### src/rtl/tri_raster_ctrl.sv
// tri_raster_ctrl: scans a triangle's bounding box and streams the inside
// pixels, sharing one edge-function unit across the three edges.
module tri_raster_ctrl (
  input  logic        clk,
  input  logic        rst,
  input  logic        start,
  input  logic [11:0] pt1X,
  input  logic [11:0] pt1Y,
  input  logic [11:0] pt2X,
  input  logic [11:0] pt2Y,
  input  logic [11:0] pt3X,
  input  logic [11:0] pt3Y,
  output logic        busy,
  output logic        done,
  output logic        out_valid,
  input  logic        out_ready,
  output logic [11:0] ptX,
  output logic [11:0] ptY,
  output logic [24:0] inside_cnt
);
  typedef enum logic [2:0] {
    IDLE, BBOX, EV0, EV1, EV2, OUT, DONE
  } state_e;

  state_e      state_q;
  logic [11:0] v1x_q, v1y_q, v2x_q, v2y_q, v3x_q, v3y_q;
  logic [11:0] xmin_q, xmax_q, ymin_q, ymax_q;
  logic [11:0] px_q, py_q;
  logic [24:0] cnt_q;
  logic        in_q, busy_q, done_q, valid_q;

  // Edge endpoints follow the evaluation state: EV0 1->2, EV1 2->3, EV2 3->1.
  logic [11:0] ax, ay, bx, by;
  always_comb begin
    ax = v1x_q;
    ay = v1y_q;
    bx = v2x_q;
    by = v2y_q;
    case (state_q)
      EV1: begin
        ax = v2x_q; ay = v2y_q;
        bx = v3x_q; by = v3y_q;
      end
      EV2: begin
        ax = v3x_q; ay = v3y_q;
        bx = v1x_q; by = v1y_q;
      end
      default: ;
    endcase
  end

  logic signed [12:0] dpx, dpy, dbx, dby;
  logic signed [25:0] m0, m1;
  logic signed [26:0] e;
  logic               ge;

  assign dpx = {1'b0, px_q} - {1'b0, ax};
  assign dpy = {1'b0, py_q} - {1'b0, ay};
  assign dbx = {1'b0, bx} - {1'b0, ax};
  assign dby = {1'b0, by} - {1'b0, ay};
  assign m0  = 26'(dpx) * 26'(dby);
  assign m1  = 26'(dpy) * 26'(dbx);
  assign e   = 27'(m0) - 27'(m1);
  assign ge  = ~e[26];

  logic [11:0] bxmin, bxmax, bymin, bymax;
  always_comb begin
    bxmin = (v1x_q < v2x_q) ? v1x_q : v2x_q;
    bxmax = (v1x_q > v2x_q) ? v1x_q : v2x_q;
    bymin = (v1y_q < v2y_q) ? v1y_q : v2y_q;
    bymax = (v1y_q > v2y_q) ? v1y_q : v2y_q;
    if (v3x_q < bxmin) bxmin = v3x_q;
    if (v3x_q > bxmax) bxmax = v3x_q;
    if (v3y_q < bymin) bymin = v3y_q;
    if (v3y_q > bymax) bymax = v3y_q;
  end

  logic        x_end, last;
  logic [11:0] nx, ny;
  assign x_end = (px_q == xmax_q);
  assign last  = x_end && (py_q == ymax_q);
  assign nx    = x_end ? xmin_q : px_q + 12'd1;
  assign ny    = x_end ? py_q + 12'd1 : py_q;

  always_ff @(posedge clk or posedge rst) begin
    if (rst) begin
      state_q <= IDLE;
      v1x_q <= '0; v1y_q <= '0;
      v2x_q <= '0; v2y_q <= '0;
      v3x_q <= '0; v3y_q <= '0;
      xmin_q <= '0; xmax_q <= '0;
      ymin_q <= '0; ymax_q <= '0;
      px_q    <= '0;
      py_q    <= '0;
      cnt_q   <= '0;
      in_q    <= 1'b0;
      busy_q  <= 1'b0;
      done_q  <= 1'b0;
      valid_q <= 1'b0;
    end else begin
      case (state_q)
        IDLE: begin
          if (start) begin
            v1x_q <= pt1X; v1y_q <= pt1Y;
            v2x_q <= pt2X; v2y_q <= pt2Y;
            v3x_q <= pt3X; v3y_q <= pt3Y;
            cnt_q   <= '0;
            busy_q  <= 1'b1;
            state_q <= BBOX;
          end
        end
        BBOX: begin
          xmin_q  <= bxmin;
          xmax_q  <= bxmax;
          ymin_q  <= bymin;
          ymax_q  <= bymax;
          px_q    <= bxmin;
          py_q    <= bymin;
          state_q <= EV0;
        end
        EV0: begin
          in_q    <= ge;
          state_q <= EV1;
        end
        EV1: begin
          in_q    <= in_q & ge;
          state_q <= EV2;
        end
        EV2: begin
          if (in_q & ge) begin
            cnt_q   <= cnt_q + 25'd1;
            valid_q <= 1'b1;
            state_q <= OUT;
          end else if (last) begin
            done_q  <= 1'b1;
            state_q <= DONE;
          end else begin
            px_q    <= nx;
            py_q    <= ny;
            state_q <= EV0;
          end
        end
        OUT: begin
          if (out_ready) begin
            valid_q <= 1'b0;
            if (last) begin
              done_q  <= 1'b1;
              state_q <= DONE;
            end else begin
              px_q    <= nx;
              py_q    <= ny;
              state_q <= EV0;
            end
          end
        end
        DONE: begin
          done_q  <= 1'b0;
          busy_q  <= 1'b0;
          state_q <= IDLE;
        end
        default: state_q <= IDLE;
      endcase
    end
  end

  assign busy       = busy_q;
  assign done       = done_q;
  assign out_valid  = valid_q;
  assign ptX        = px_q;
  assign ptY        = py_q;
  assign inside_cnt = cnt_q;
endmodule

### config.mk
export PLATFORM = sky130hd
export DESIGN_NAME = tri_raster_ctrl
export DESIGN_NICKNAME = d
export VERILOG_FILES = /design/src/rtl/tri_raster_ctrl.sv
export SDC_FILE = /design/constraint.sdc
export NUM_CORES = 2
export LEC_CHECK = 0
export CORE_MARGIN = 2
export CORE_UTILIZATION = 45
export DETAILED_ROUTE_END_ITERATION = 8
export PLACE_DENSITY = 0.74
export SLEW_MARGIN = 20
export SYNTH_ARGS = -nofsm -noshare
export SYNTH_HDL_FRONTEND = slang
export SYNTH_SLANG_ARGS = --single-unit
### constraint.sdc
create_clock -name clk -period 14.7 [get_ports clk]
set_input_delay 1.47 -clock clk [delete_from_list [all_inputs] [get_ports clk]]
set_output_delay 1.47 -clock clk [all_outputs]
set_load 0.02 [all_outputs]
After elaboration in Yosys (flattened, before gate mapping)
Index checks and enable logic that the tools add are counted.
{"block": "totals", "wordCells": 104, "input_bits": 76, "output_inout_bits": 52, "register_bits": 164}
{"block": "op_classes", "muxes": 40, "n_mul": 2, "order_cmp": 8, "reduce_logical": 15, "eq_ne": 12, "addsub": 8, "bitwise": 2}
{"operator": "two-way mux 12 bit", "n": 16}
{"operator": "case mux 12 bit (2 select lines)", "n": 4}
{"operator": "case mux 12 bit (3 select lines)", "n": 2}
{"operator": "multiplier 13 x 13 -> 26 bit", "n": 2}
{"operator": "subtractor 12 x 12 -> 13 bit", "n": 4}
{"operator": "two-way mux 25 bit", "n": 2}
{"operator": "case mux 25 bit (2 select lines)", "n": 1}
{"operator": "> comparator 12 bit", "n": 4}
{"operator": "less-than comparator 12 bit", "n": 4}
{"operator": "subtractor 26 x 26 -> 27 bit", "n": 1}
{"operator": "adder 25 x 1 -> 25 bit (second input constant)", "n": 1}
{"operator": "adder 12 x 1 -> 12 bit (second input constant)", "n": 2}
{"operator": "== test 12 bit", "n": 2}
{"operator": "case mux 3 bit (6 select lines)", "n": 1}
{"operator": "two-way mux 3 bit", "n": 4}
{"operator": "AND reduction 3 bit", "n": 4}
{"operator": "== test 3 bit (second input constant)", "n": 3}
{"operator": "!= test 2 bit (second input constant)", "n": 4}
{"operator": "nonzero test 2 bit", "n": 4}
{"operator": "== test 3 x 2 -> 1 bit (second input constant)", "n": 2}
{"operator": "two-way mux 1 bit", "n": 6}
{"operator": "case mux 1 bit (2 select lines)", "n": 3}
{"operator": "AND reduction 2 bit", "n": 3}
{"operator": "nonzero test 3 bit", "n": 2}
{"operator": "6 further kinds", "n": 6}

Logic depth before layout (Yosys ltp)
{"block": "depth", "ltp_word": 9, "depth_mapped": 46, "depth_no_buf": 42}

Least setup slack after synthesis
Ideal clock, no wire load.
{"block": "synth_path", "kind": "flip-flop to flip-flop", "startpoint": "reg state_q[1]", "endpoint": "reg cnt_q[11] (netlist: inside_cnt[11])", "stages_incl_launch_ff": 42, "required_time_ns": 14.623, "path_slack_ns": 4.109, "period_less_slack_ns": 10.591, "path_buffers": 3, "t_arrival_ns": 10.513, "setup_ns": 0.077, "path_cell_list": "dfrtp_1 -> clkbuf_1 -> nand2_1 -> nor2_1 -> clkbuf_1 -> a211oi_1 -> a21oi_1 -> ha_1 -> inv_1 -> fa_1 -> a21o_1 -> a21oi_1 -> o21bai_1 -> a21oi_1 -> o21bai_1 -> a211o_1 -> and2_1 -> o41ai_2 -> (+6 left out) -> fa_1 -> inv_1 -> fa_1 -> fa_1 -> inv_1 -> fa_1 -> inv_1 -> ha_1 -> a211oi_1 -> nor2_1 -> a2111oi_4 -> o211ai_1 -> a221oi_4 -> and3b_1 -> buf_6 -> o21ai_4 -> or4_1 -> a21oi_1"}
{"block": "synth_via", "elab_chain_len": 9, "word_cells_on_any_way": 21, "classes_between": "add/sub: 5; mul: 2; eq/ne: 4; mux: 5; bitwise: 2; reduce/logical: 3"}
{"item": "from (decl)", "line_no": "25", "source": "state_e state_q;"}
{"item": "from (signal assigned)", "line_no": "87", "source": "state_q <= IDLE;"}
{"item": "from (signal assigned)", "line_no": "109", "source": "state_q <= BBOX;"}
{"item": "from (signal assigned)", "line_no": "119", "source": "state_q <= EV0;"}
{"item": "== test 3 bit / == test 3 x 2 -> 1 bit (equally long branches)", "line_no": "39, 101"}
{"item": "case mux 12 bit (2 select lines)", "line_no": "39", "source": "case (state_q)"}
{"item": "subtractor 12 x 12 -> 13 bit (on tied branches)"}
{"item": "multiplier 13 x 13 -> 26 bit (on tied branches)", "line_no": "61, 62"}
{"item": "subtractor 26 x 26 -> 27 bit", "line_no": "63", "source": "assign e = 27'(m0) - 27'(m1);"}
{"item": "inverter 1 bit", "line_no": "64", "source": "assign ge = ~e[26];"}
{"item": "AND 1 bit", "line_no": "130", "source": "if (in_q & ge) begin"}
{"item": "!= test 2 bit (no line)"}
{"item": "AND reduction 3 bit (no line)"}
{"item": "to (signal assigned)", "line_no": "131", "source": "cnt_q <= cnt_q + 25'd1;"}
{"item": "to (decl)", "line_no": "29", "source": "logic [24:0] cnt_q;"}
Parallel ways exist; a longest one is shown, timed or not.
A chain may end at the register's enable or synchronous reset.

Worst setup path in the final report
{"block": "layout_path", "startpoint": "reg state_q[1]", "endpoint": "reg py_q[1] (netlist: ptY[1])"}
{"block": "layout_via", "elab_chain_len": 9, "word_cells_on_any_way": 22, "classes_between": "add/sub: 5; mul: 2; eq/ne: 6; mux: 5; bitwise: 2; reduce/logical: 2"}
{"item": "== test 3 bit / == test 3 x 2 -> 1 bit (equally long branches)", "line_no": "39, 101"}
{"item": "case mux 12 bit (2 select lines)", "line_no": "39"}
{"item": "subtractor 12 x 12 -> 13 bit (on tied branches)"}
{"item": "multiplier 13 x 13 -> 26 bit (on tied branches)", "line_no": "61, 62"}
{"item": "subtractor 26 x 26 -> 27 bit", "line_no": "63"}
{"item": "inverter 1 bit", "line_no": "64"}
{"item": "AND 1 bit", "line_no": "130"}
{"item": "!= test 2 bit (no line)"}
{"item": "AND reduction 3 bit (no line)"}
{"item": "to (signal assigned)", "line_no": "118", "source": "py_q <= bymin;"}
{"item": "to (signal assigned)", "line_no": "139", "source": "py_q <= ny;"}
{"item": "to (signal assigned)", "line_no": "151", "source": "py_q <= ny;"}
{"item": "to (decl)", "line_no": "28", "source": "logic [11:0] px_q, py_q;"}
Parallel ways exist; a longest one is shown, timed or not.

==> run_results.csv <==
group,metric,value,unit
run_status,run_status,"complete, no violations",
global_route,grt_pass1_wl,116000,um
yosys,synthCells,2929,
clock_tree,cts_setup_buffers,0,
yosys,yosys.area_share.simple,14.5,%
critical_path,crit_top_cell,"fa_1",
route,drt_iter0_drc,1747,
critical_path,path_class,"reg2reg",
route,dr.pass1.iters,9,
clock_tree,cts_resized,0,
global_route,grt_usage,24.7,%
clock_tree,numCtsBuffers,17,
floorplanning,die_area,0.0595,mm2
yosys,yosysTopAreaCell,"fa_1",
sta,max_freq,78.9,MHz
yosys,synth_top_family_by_area,"adder cells",
yosys,muxShareOfSynthArea,5.40,%
placement,routabilityCongestion,0.955,
sta,period_share,86.2,%
placement,dpl.hpwl,58000,um
critical_path,crit_path_max_incr_delay,0.89,ns
finish,layout.nets,3719,
global_route,overflow,0,
sta,hold_viol,0,
yosys,synthesis.nets,3632,
critical_path,cp_slowest_cell,"a31oi_2",
critical_path,cp.required,15.03,ns
yosys,syn_area,0.0259,mm2
sta,fin_ws,2.03,ns
clock_tree,cts_sinks,164,
floorplanning,ios,128,
critical_path,path_max_fanout,29,
critical_path,end_kind,"flop",
route,viasPerCell,5.41,
clock_tree,cts_tree,"yes",
yosys,syn_area_per_cell,8.85,um2
route,totalWireLength,71200,um
global_route,grt_max_degree,102,
global_route,grt_pass1_vias,21100,
flow_run,drv_cap,0,
route,vias,20500,
route,routedWlPerCell,18.8,um
yosys,yosysUniqueCellTypes,72,
route,final_antenna_net_count,0,
clock_tree,clock_latency,0.45,ns
route,post-route-drc-count,0,
finish,stdcell_area,0.0287,mm2
placement,dp_slack,2.32,ns
floorplanning,core-area,0.0567,mm2
clock_tree,cts_max_level,4,
floorplanning,die_w,244,um
sta,worst_pin_slew,1.21,ns
yosys,synthArstFlopShare,100,%
sta,finalSetupViolCount,0,
finish,layout_commonest_cell,"inv_1",
floorplanning,start_util,45.7,%
worst_hold_path,hold_class,"reg2reg",
yosys,synth_compound_area_share,9.56,%
clock_tree,cts_root_buf,"clkbuf_16",
floorplanning,num_rows,87,
yosys,ys_ff_latch,164,
finish,syn_to_final_growth,10.9,%
clock_tree,cts.clk_slew.worst_paths,0.07,ns
yosys,synth_fa_ha_area_share,41.6,%
yosys,synth_xor_xnor_area_share,4.08,%
sta,report.final.slew_viol_count,0,
finish,layout_common_cells,"inv_1 (505), nand2_1 (395), fa_1 (391)",
yosys,ys_seq_area_share,15.8,%
sta,fin_tns_setup,0,ns
sta,fin_skew,0.0156,ns
floorplanning,die_y,244,um
global_route,antenna_found_initial,0,
sta,fin_crit,12.67,ns
clock_tree,cts_buffer_depth,2,
placement,io_buffers,127,
finish,largest_reg_flops,25,
yosys,yosys_warnings,0,
yosys,synth_edf_count,0,
clock_tree,cts_hold_buf,0,
sta,rsz0062_at_grt,"false",
critical_path,start_kind,"flop",
placement,post_dp_cell_area,0.0281,mm2
yosys,synth.area.top_cells,"fa_1 (30%), dfrtp_1 (16%), ha_1 (11%)",
yosys,synth_top_area_share,30.2,%
sta,relSlewSlack,19.1,%
yosys,synth_ff_type,"dfrtp_1",
critical_path,arrival,13.00,ns
finish,drive_above_1_share,5.45,%
[metal layers]
metal / vias up / part of all wire, % / track usage [%] / routed length (um)
li1: 9454 / - / - / -
met1: 10100 / 41 / 33.1 / 29500
met2: 797 / 46 / 40.2 / 33100
met3: 179 / 6.9 / 3.18 / 4930
met4: 0 / 5.2 / 10.7 / 3680
met5: - / 0 / 0 / 0
[final cells by class]
| type | instances | area [um2] |
|---|---|---|
| Tap cell | 756 | 946 |
| Antenna cell | 1 | 2.50 |
| Multi-Input combinational cell | 2153 | 19600 |
| Fill cell | 5129 | 28000 |
| Inverter | 507 | 1910 |
| Sequential cell | 164 | 4100 |
| Clock buffer | 18 | 439 |
| Clock inverter | 14 | 158 |
| Timing Repair Buffer | 173 | 1620 |
[kinds of logic after synthesis]
logic type,Yosys count
AND/OR/NAND/NOR,860
adder cells (fa/ha/maj),627
buffers and inverters,612
AO/OA/AOI/OAI,411
flip-flops,164
multiplexers,135
XOR/XNOR,120
[worst max-delay path, delay by kind of cell, from the launching register on]
family | cells | cell delay (ns)
adders and majority gates | 10 | 4.62
DFF | 1 | 0.66
AOI/OAI and AO/OA | 14 | 4.71
and+or+nand+nor | 5 | 1.32
buffers and inverters | 6 | 0.61
xor gates and xnor gates | 1 | 0.20
muxes | 1 | 0.41
[stage by stage]
stage | hold slack [ns] | instances | util, %
floorplan | 0.469 | 2929 | -
global placement | 0.484 | 3753 | 49.5
detailed placement | 0.491 | 3753 | 49.6
CTS | 0.507 | 3785 | 50.6
global route | 0.518 | 3785 | 50.7
finish | 0.503 | 3786 | 50.7
[final timing paths]
check | cells past startpoint | start | slack [ns] | endpoint
setup / recovery | 37 | state_q[1]$_DFFE_PP0P_ | 2.03 | ptY[1]$_DFFE_PP0P_
hold / removal | 2 | xmax_q[0]$_DFFE_PP0P_ | 0.50 | xmax_q[0]$_DFFE_PP0P_
setup reg to reg | 37 | state_q[1]$_DFFE_PP0P_ | 2.03 | ptY[1]$_DFFE_PP0P_
hold reg to reg | 2 | xmax_q[0]$_DFFE_PP0P_ | 0.50 | xmax_q[0]$_DFFE_PP0P_
max in group asynchronous | 3 | rst | 11.77 | v2x_q[3]$_DFFE_PP0P_
min in group asynchronous | 2 | rst | 1.56 | inside_cnt[18]$_DFFE_PP0P_
[cell usage after synthesis (3+ instances only)]
library cell and n:
a211o_1 4, a211oi_1 12, a21boi_0 3, a21o_1 24
a21oi_1 152, a31oi_1 4, and2_1 17, and3_1 12
and4_1 4, buf_1 6, buf_2 13, buf_6 4
clkbuf_1 80, dfrtp_1 164, fa_1 391, ha_1 236
inv_1 506, mux2_2 38, mux2i_1 97, nand2_1 395
nand2b_1 40, nand3_1 26, nand4_1 24, nor2_1 257
nor2b_1 28, nor3_1 17, nor4_1 4, o2111ai_1 5
o211ai_1 14, o21a_1 6, o21ai_0 120, o21ai_1 10
o21bai_1 8, o22ai_1 16, o31ai_1 3, o41a_1 5
or2_2 18, or3_1 5, or4_1 4, xnor2_1 69
xor2_1 50
Power is not shown: default switching activity piles up to over one toggle a cycle in this logic, so the estimate is an artifact.
